`config.mk`:
```
export PLATFORM = sky130hd
export DESIGN_NAME = aes128_key_sched_ctrl
export DESIGN_NICKNAME = d
export VERILOG_FILES = /design/src/rtl/aes128_pkg.sv /design/src/rtl/aes128_rkey_store.sv /design/src/rtl/aes128_key_sched_ctrl.sv
export SDC_FILE = /design/constraint.sdc
export NUM_CORES = 2
export LEC_CHECK = 0
export BUFFER_PORTS_ARGS = -buffer_cell sky130_fd_sc_hd__clkbuf_2
export CORE_ASPECT_RATIO = 1.4
export CORE_MARGIN = 2
export CORE_UTILIZATION = 41
export DETAILED_ROUTE_END_ITERATION = 10
export PLACE_DENSITY = 0.67
export SLEW_MARGIN = 20
export SYNTH_ARGS = -nofsm -noshare
export SYNTH_HDL_FRONTEND = slang
export SYNTH_SLANG_ARGS = --single-unit
```
`constraint.sdc`:
```
create_clock -name clk_sys -period 18.5 [get_ports clk_sys]
set_clock_uncertainty 0.15 [all_clocks]
set_input_delay 0.925 -clock clk_sys [delete_from_list [all_inputs] [get_ports clk_sys]]
set_output_delay 0.925 -clock clk_sys [all_outputs]
set_load 0.05 [all_outputs]
```
`src/rtl/aes128_pkg.sv`:
```
// Shared types and constants for the AES-128 key schedule controller and its round-key store.
package aes128_pkg;

  typedef enum logic [1:0] {
    IDLE   = 2'd0,
    EXPAND = 2'd1,
    READY  = 2'd2
  } ks_state_e;

  localparam int          AES128_NUM_RKEYS = 11;
  localparam int          AES128_RKEY_W    = 128;
  localparam logic [3:0]  AES128_LAST_RND  = 4'd10;

  function automatic logic rkey_idx_ok(input logic [3:0] idx);
    return (idx <= AES128_LAST_RND);
  endfunction

endpackage

```
`src/rtl/aes128_rkey_store.sv`:
```
// Round-key register file: one write port, one registered read port, synchronous clear-all.
module aes128_rkey_store
  import aes128_pkg::*;
#(
  parameter int DEPTH = AES128_NUM_RKEYS,
  parameter int W     = AES128_RKEY_W
) (
  input  logic         clk_sys,
  input  logic         rst,
  input  logic         clr_all,
  input  logic         we,
  input  logic [3:0]   waddr,
  input  logic [W-1:0] wdata,
  input  logic         rd_en,
  input  logic [3:0]   raddr,
  output logic [W-1:0] rdata
);

  logic [W-1:0] mem_r [DEPTH];

  // Key storage: deliberately not reset; zeroization is the only way to wipe it.
  always_ff @(posedge clk_sys) begin
    if (clr_all) begin
      for (int i = 0; i < DEPTH; i++) begin
        mem_r[i] <= {W{1'b0}};
      end
    end else if (we) begin
      mem_r[waddr] <= wdata;
    end
  end

  // Read register holds its value unless a valid read is issued.
  always_ff @(posedge clk_sys or posedge rst) begin
    if (rst) begin
      rdata <= {W{1'b0}};
    end else if (rd_en) begin
      rdata <= mem_r[raddr];
    end
  end

endmodule

```
`src/rtl/aes128_key_sched_ctrl.sv`:
```
// Sequences the shared AES-128 key expansion through rounds 0..9, captures all 11 keys
// and serves them by index to the encrypt and decrypt cores.
module aes128_key_sched_ctrl
  import aes128_pkg::*;
#(
  parameter int NUM_RKEYS      = AES128_NUM_RKEYS,
  parameter bit ZEROIZE_ON_CLR = 1'b1
) (
  input  logic         clk_sys,
  input  logic         rst,
  input  logic         start,
  input  logic [127:0] key_in,
  input  logic         key_clr,
  output logic         busy,
  output logic         key_ready,
  input  logic         rk_rd_en,
  input  logic [3:0]   rk_idx,
  output logic [127:0] rk_dout,
  output logic         rk_valid,
  output logic         rk_err,
  output logic [127:0] exp_cipher_key,
  output logic [3:0]   exp_round_num,
  output logic         exp_rkey_en,
  output logic         exp_cipher_en,
  input  logic [127:0] exp_round_key
);

  ks_state_e      state_r;
  logic [3:0]     cnt_r;
  logic           start_acc_s;
  logic           we_s;
  logic [3:0]     waddr_s;
  logic [127:0]   wdata_s;
  logic           rd_en_s;
  logic           clr_s;

  // Store port control and expansion drive, decoded from state and counter.
  always_comb begin
    start_acc_s   = 1'b0;
    we_s          = 1'b0;
    waddr_s       = 4'd0;
    wdata_s       = key_in;
    rd_en_s       = 1'b0;
    clr_s         = 1'b0;
    exp_round_num = 4'd0;
    exp_rkey_en   = 1'b0;
    if (key_clr) begin
      clr_s = ZEROIZE_ON_CLR;
    end else if (state_r == EXPAND) begin
      exp_round_num = cnt_r;
      exp_rkey_en   = (cnt_r <= 4'd9);
      // rk[c] is already registered in the expansion when the counter reads c.
      if (cnt_r != 4'd0) begin
        we_s    = 1'b1;
        waddr_s = cnt_r;
        wdata_s = exp_round_key;
      end else begin
        we_s    = 1'b0;
      end
    end else begin
      start_acc_s = start;
      we_s        = start;
      rd_en_s     = rk_rd_en && !start && (state_r == READY) && rkey_idx_ok(rk_idx);
    end
  end

  assign exp_cipher_en = 1'b0;

  // Sequencer FSM with registered status and read-response flags.
  always_ff @(posedge clk_sys or posedge rst) begin
    if (rst) begin
      state_r        <= IDLE;
      cnt_r          <= 4'd0;
      busy           <= 1'b0;
      key_ready      <= 1'b0;
      rk_valid       <= 1'b0;
      rk_err         <= 1'b0;
      exp_cipher_key <= 128'd0;
    end else begin
      rk_valid <= 1'b0;
      rk_err   <= 1'b0;
      if (key_clr) begin
        state_r   <= IDLE;
        cnt_r     <= 4'd0;
        busy      <= 1'b0;
        key_ready <= 1'b0;
        rk_err    <= rk_rd_en;
        if (ZEROIZE_ON_CLR) begin
          exp_cipher_key <= 128'd0;
        end
      end else begin
        case (state_r)
          IDLE: begin
            rk_err <= rk_rd_en;
            if (start_acc_s) begin
              exp_cipher_key <= key_in;
              cnt_r          <= 4'd0;
              busy           <= 1'b1;
              state_r        <= EXPAND;
            end
          end
          EXPAND: begin
            rk_err <= rk_rd_en;
            if (cnt_r == AES128_LAST_RND) begin
              cnt_r     <= 4'd0;
              busy      <= 1'b0;
              key_ready <= 1'b1;
              state_r   <= READY;
            end else begin
              cnt_r <= cnt_r + 4'd1;
            end
          end
          READY: begin
            // A re-key request swallows any read issued in the same cycle.
            if (start_acc_s) begin
              exp_cipher_key <= key_in;
              cnt_r          <= 4'd0;
              busy           <= 1'b1;
              key_ready      <= 1'b0;
              state_r        <= EXPAND;
            end else if (rk_rd_en) begin
              rk_valid <= rd_en_s;
              rk_err   <= !rd_en_s;
            end
          end
          default: begin
            state_r   <= IDLE;
            cnt_r     <= 4'd0;
            busy      <= 1'b0;
            key_ready <= 1'b0;
          end
        endcase
      end
    end
  end

  aes128_rkey_store #(
    .DEPTH (NUM_RKEYS),
    .W     (AES128_RKEY_W)
  ) u_store (
    .clk_sys (clk_sys),
    .rst     (rst),
    .clr_all (clr_s),
    .we      (we_s),
    .waddr   (waddr_s),
    .wdata   (wdata_s),
    .rd_en   (rd_en_s),
    .raddr   (rk_idx),
    .rdata   (rk_dout)
  );

endmodule

```
==> results.sh <==
export IMPL_status="completed"
export IMPL_fin_setup_tns_ns=0
export IMPL_layout_commonest_cell="edfxtp_1"
export IMPL_drcViolationCount=0
export IMPL_initial_core_util_pct=41.1
export IMPL_fill_cells=17351
export IMPL_clock_path_buffers=3
export IMPL_synthCells=5585
export IMPL_cap_violations=0
export IMPL_synthFlopType="edfxtp_1"
export IMPL_power_density_mw_per_mm2=105
export IMPL_ys_ff_latch=1945
export IMPL_wl_microns=241000
export IMPL_routedWlPerCell_microns=27.4
export IMPL_synth_top_area_share_pct=57.0
export IMPL_clk_latency_ns=0.84
export IMPL_p_comb_share_pct=9.3
export IMPL_drt_iter0_markers=5924
export IMPL_power_frac_seq_pct=50.3
export IMPL_layout_nets=6225
export IMPL_cts_root_buf="clkbuf_16"
export IMPL_cp_required_ns=18.79
export IMPL_cts_setup_buffers=0
export IMPL_rsz0062_at_grt="no"
export IMPL_switching_power_mw=2.40
export IMPL_slew_headroom_pct=21.2
export IMPL_power_clock_fraction_pct=40.4
export IMPL_crit_path_end_kind="flop"
export IMPL_cts_hold_buf=0
export IMPL_synth_area_sq_mm=0.0818
export IMPL_arrival_ns=5.14
export IMPL_hold_viol=0
export IMPL_fp_row_count=194
export IMPL_hp_class="in2async"
export IMPL_grt_usage_pct=23.2
export IMPL_ys_types=42
export IMPL_async_reset_ff_share_pct=13.6
export IMPL_ant_nets=0
export IMPL_antenna_found_initial=13
export IMPL_ys_warn_count=0
export IMPL_cts_htree_levels=4
export IMPL_syn_area_per_cell_sq_um=14.6
export IMPL_area_growth_pct=14.3
export IMPL_clkSlewWorstSetupHoldPaths_ns=0.06
export IMPL_dpl_cell_count=8409
export IMPL_leakage_nw=34.7
export IMPL_finalPower_mw=9.84
export IMPL_synth_enable_flop_cells=1552
export IMPL_max_freq_ghz=0.206
export IMPL_final_min_clock_period_ns=4.84
export IMPL_post_dp_hpwl_microns=139000
export IMPL_drive_above_1_share_pct=22.5
export IMPL_cts_tree="yes"
export IMPL_grt_pass1_wl_microns=349000
export IMPL_startpoint="busy"
export IMPL_maxSlewViolCount=0
export IMPL_die_h_microns=533
export IMPL_via_count=51552
export IMPL_io_buffers=529
export IMPL_internal_power_mw=7.44
export IMPL_r2r_cells=6
export IMPL_crit_path_end="u_store.mem_r[7][15]"
export IMPL_cpLargestDelayFamily="simple AND/OR/NAND/NOR gates"
export IMPL_post_dp_cell_area_sq_mm=0.0870
export IMPL_ioPinCount=531
export IMPL_grt_max_degree=141
export IMPL_vias_per_cell=5.87
export IMPL_seq_area_frac_synth_pct=68.2
export IMPL_critPathMaxFanout=48
export IMPL_post_cts_resized=0
export IMPL_grt_pass1_vias=51659
export IMPL_setup_violations=0
export IMPL_core_area_sq_mm=0.199
export IMPL_final_cell_area_sq_mm=0.0935
export IMPL_clock_sinks=1945
export IMPL_final_instance_count_excl_fill=8781
export IMPL_cpPeakStageDelay_ns=0.84
export IMPL_gr_total_overflow=0
export IMPL_syn_nets=5850
export IMPL_die_area_sq_mm=0.203
export IMPL_die_w_microns=382
export IMPL_dr_pass1_iters=5
export IMPL_reg2reg_to="u_store.mem_r[7][15]"
export IMPL_reg2reg_slack_ns=13.66
export IMPL_gp_congestion=0.810
export IMPL_mostFrequentLayoutCells="edfxtp_1, nor2_1, clkbuf_2"
export IMPL_synth_area_leaders="edfxtp_1, mux4_2, dfrtp_1"
export IMPL_rr_startpoint="busy"
export IMPL_yosysTopAreaCell="edfxtp_1"
export IMPL_path_buf_inv=2
export IMPL_cp_cell_sequence="or3b_1 > nor3b_2 > nand2_4 > nand2_4 > buf_4 > buf_4"
export IMPL_path_class="reg2reg"
export IMPL_cp_slowest_cell="buf_4"
export IMPL_path_depth=6
export IMPL_ir_drop_mv=0.108
export IMPL_cts_buffers=193
export IMPL_start_kind="flop"
export IMPL_finalCritPeriodShare_pct=26.2
export IMPL_tightest_slew_ns=1.17
export IMPL_swShare_pct=24.4
==> worst min path at each step <==
stage,start,cells after the start,to
floorplan,u_store.mem_r[10][100],2,u_store.mem_r[10][100]
global placement,u_store.mem_r[10][91],2,u_store.mem_r[10][91]
detailed placement,u_store.mem_r[10][25],2,u_store.mem_r[10][25]
CTS,key_in[83],2,exp_cipher_key[83]
global route,key_in[12],2,exp_cipher_key[12]
finish,rst,2,exp_cipher_key[31]
==> power by group through the flow <==
| stage | registers, mW | clock network, mW | logic, mW |
|---|---|---|---|
| 2_1_floorplan | 5.11 | 0 | 0.540 |
| 3_3_place_gp | 5.03 | 0 | 0.896 |
| 3_5_place_dp | 5.04 | 0 | 0.907 |
| 4_1_cts | 4.95 | 4.00 | 0.910 |
| 5_1_grt | 4.96 | 4.17 | 0.972 |
| 6_report | 4.95 | 3.97 | 0.916 |
==> cells in the mapped netlist, types with 28 or more instances <==
| master | count |
|---|---|
| nor2_1 | 1296 |
| dfrtp_1 | 265 |
| nor3b_1 | 130 |
| mux4_2 | 420 |
| a21oi_1 | 136 |
| and3_1 | 129 |
| inv_1 | 134 |
| nand2b_1 | 222 |
| edfxtp_1 | 1552 |
| mux2i_1 | 164 |
| dfxtp_1 | 128 |
| a22o_1 | 128 |
| o21ai_1 | 144 |
| buf_2 | 115 |
| a221oi_1 | 128 |
| o21ai_0 | 117 |
| buf_1 | 28 |
| clkbuf_1 | 290 |
==> routing by layer <==
| layer | up-vias | wire, microns | GRT usage [%] |
|---|---|---|---|
| met5 | - | 49 | 0 |
| met4 | 10 | 6180 | 6.73 |
| met3 | 322 | 24900 | 4.36 |
| met2 | 2888 | 114000 | 37.3 |
| met1 | 26766 | 95400 | 32.3 |
| li1 | 21566 | - | - |
==> final cells by class <==
type	count	area [sq um]	share of cell area, %
well taps	2646	3310	3.54
clock inverters	90	928	0.993
diodes	4	10.0	0.0107
clock buffers	276	5470	5.85
multi-input cells	3064	23900	25.6
repair buffers	621	3510	3.76
inverters	135	519	0.555
flip-flops and latches	1945	55800	59.7
==> per-stage QoR <==
| step | hold slack, ns | util (%) | worst slack, ns |
|---|---|---|---|
| floorplan | 0.297 | - | 3.24 |
| global placement | 0.305 | 43.7 | 12.99 |
| detailed placement | 0.313 | 43.7 | 12.96 |
| CTS | 0.125 | 46.9 | 13.64 |
| global route | 0.152 | 47.0 | 13.50 |
| finish | 0.155 | 47.0 | 13.66 |
==> flip-flops by register name, summed over array words and instances (netlist names) <==
register / flops
rk_err: 1
key_ready: 1
state_r: 1
rk_valid: 1
busy: 1
u_store.mem_r: 1680
exp_cipher_key: 128
cnt_r: 4
u_store.rdata: 128
==> cells by family (layout without fill, tap and decap cells) <==
logic type,after synthesis,after routing,synth area share (%)
AO/OA/AOI/OAI,661,661,5.25
buffers and inverters,576,1122,2.86
flip-flops,1945,1945,68.2
multiplexers,584,584,13.6
other,1,5,0.00458
AND/OR/NAND/NOR,1818,1818,10.1
==> worst reg2reg max path, cell delays in order (launching register included) <==
cell	delay (ns)
dfrtp_1	0.53
or3b_1	0.56
nor3b_2	0.44
nand2_4	0.39
nand2_4	0.72
buf_4	0.74
buf_4	0.86
No activity file was read; power rests on OpenSTA's default activity.
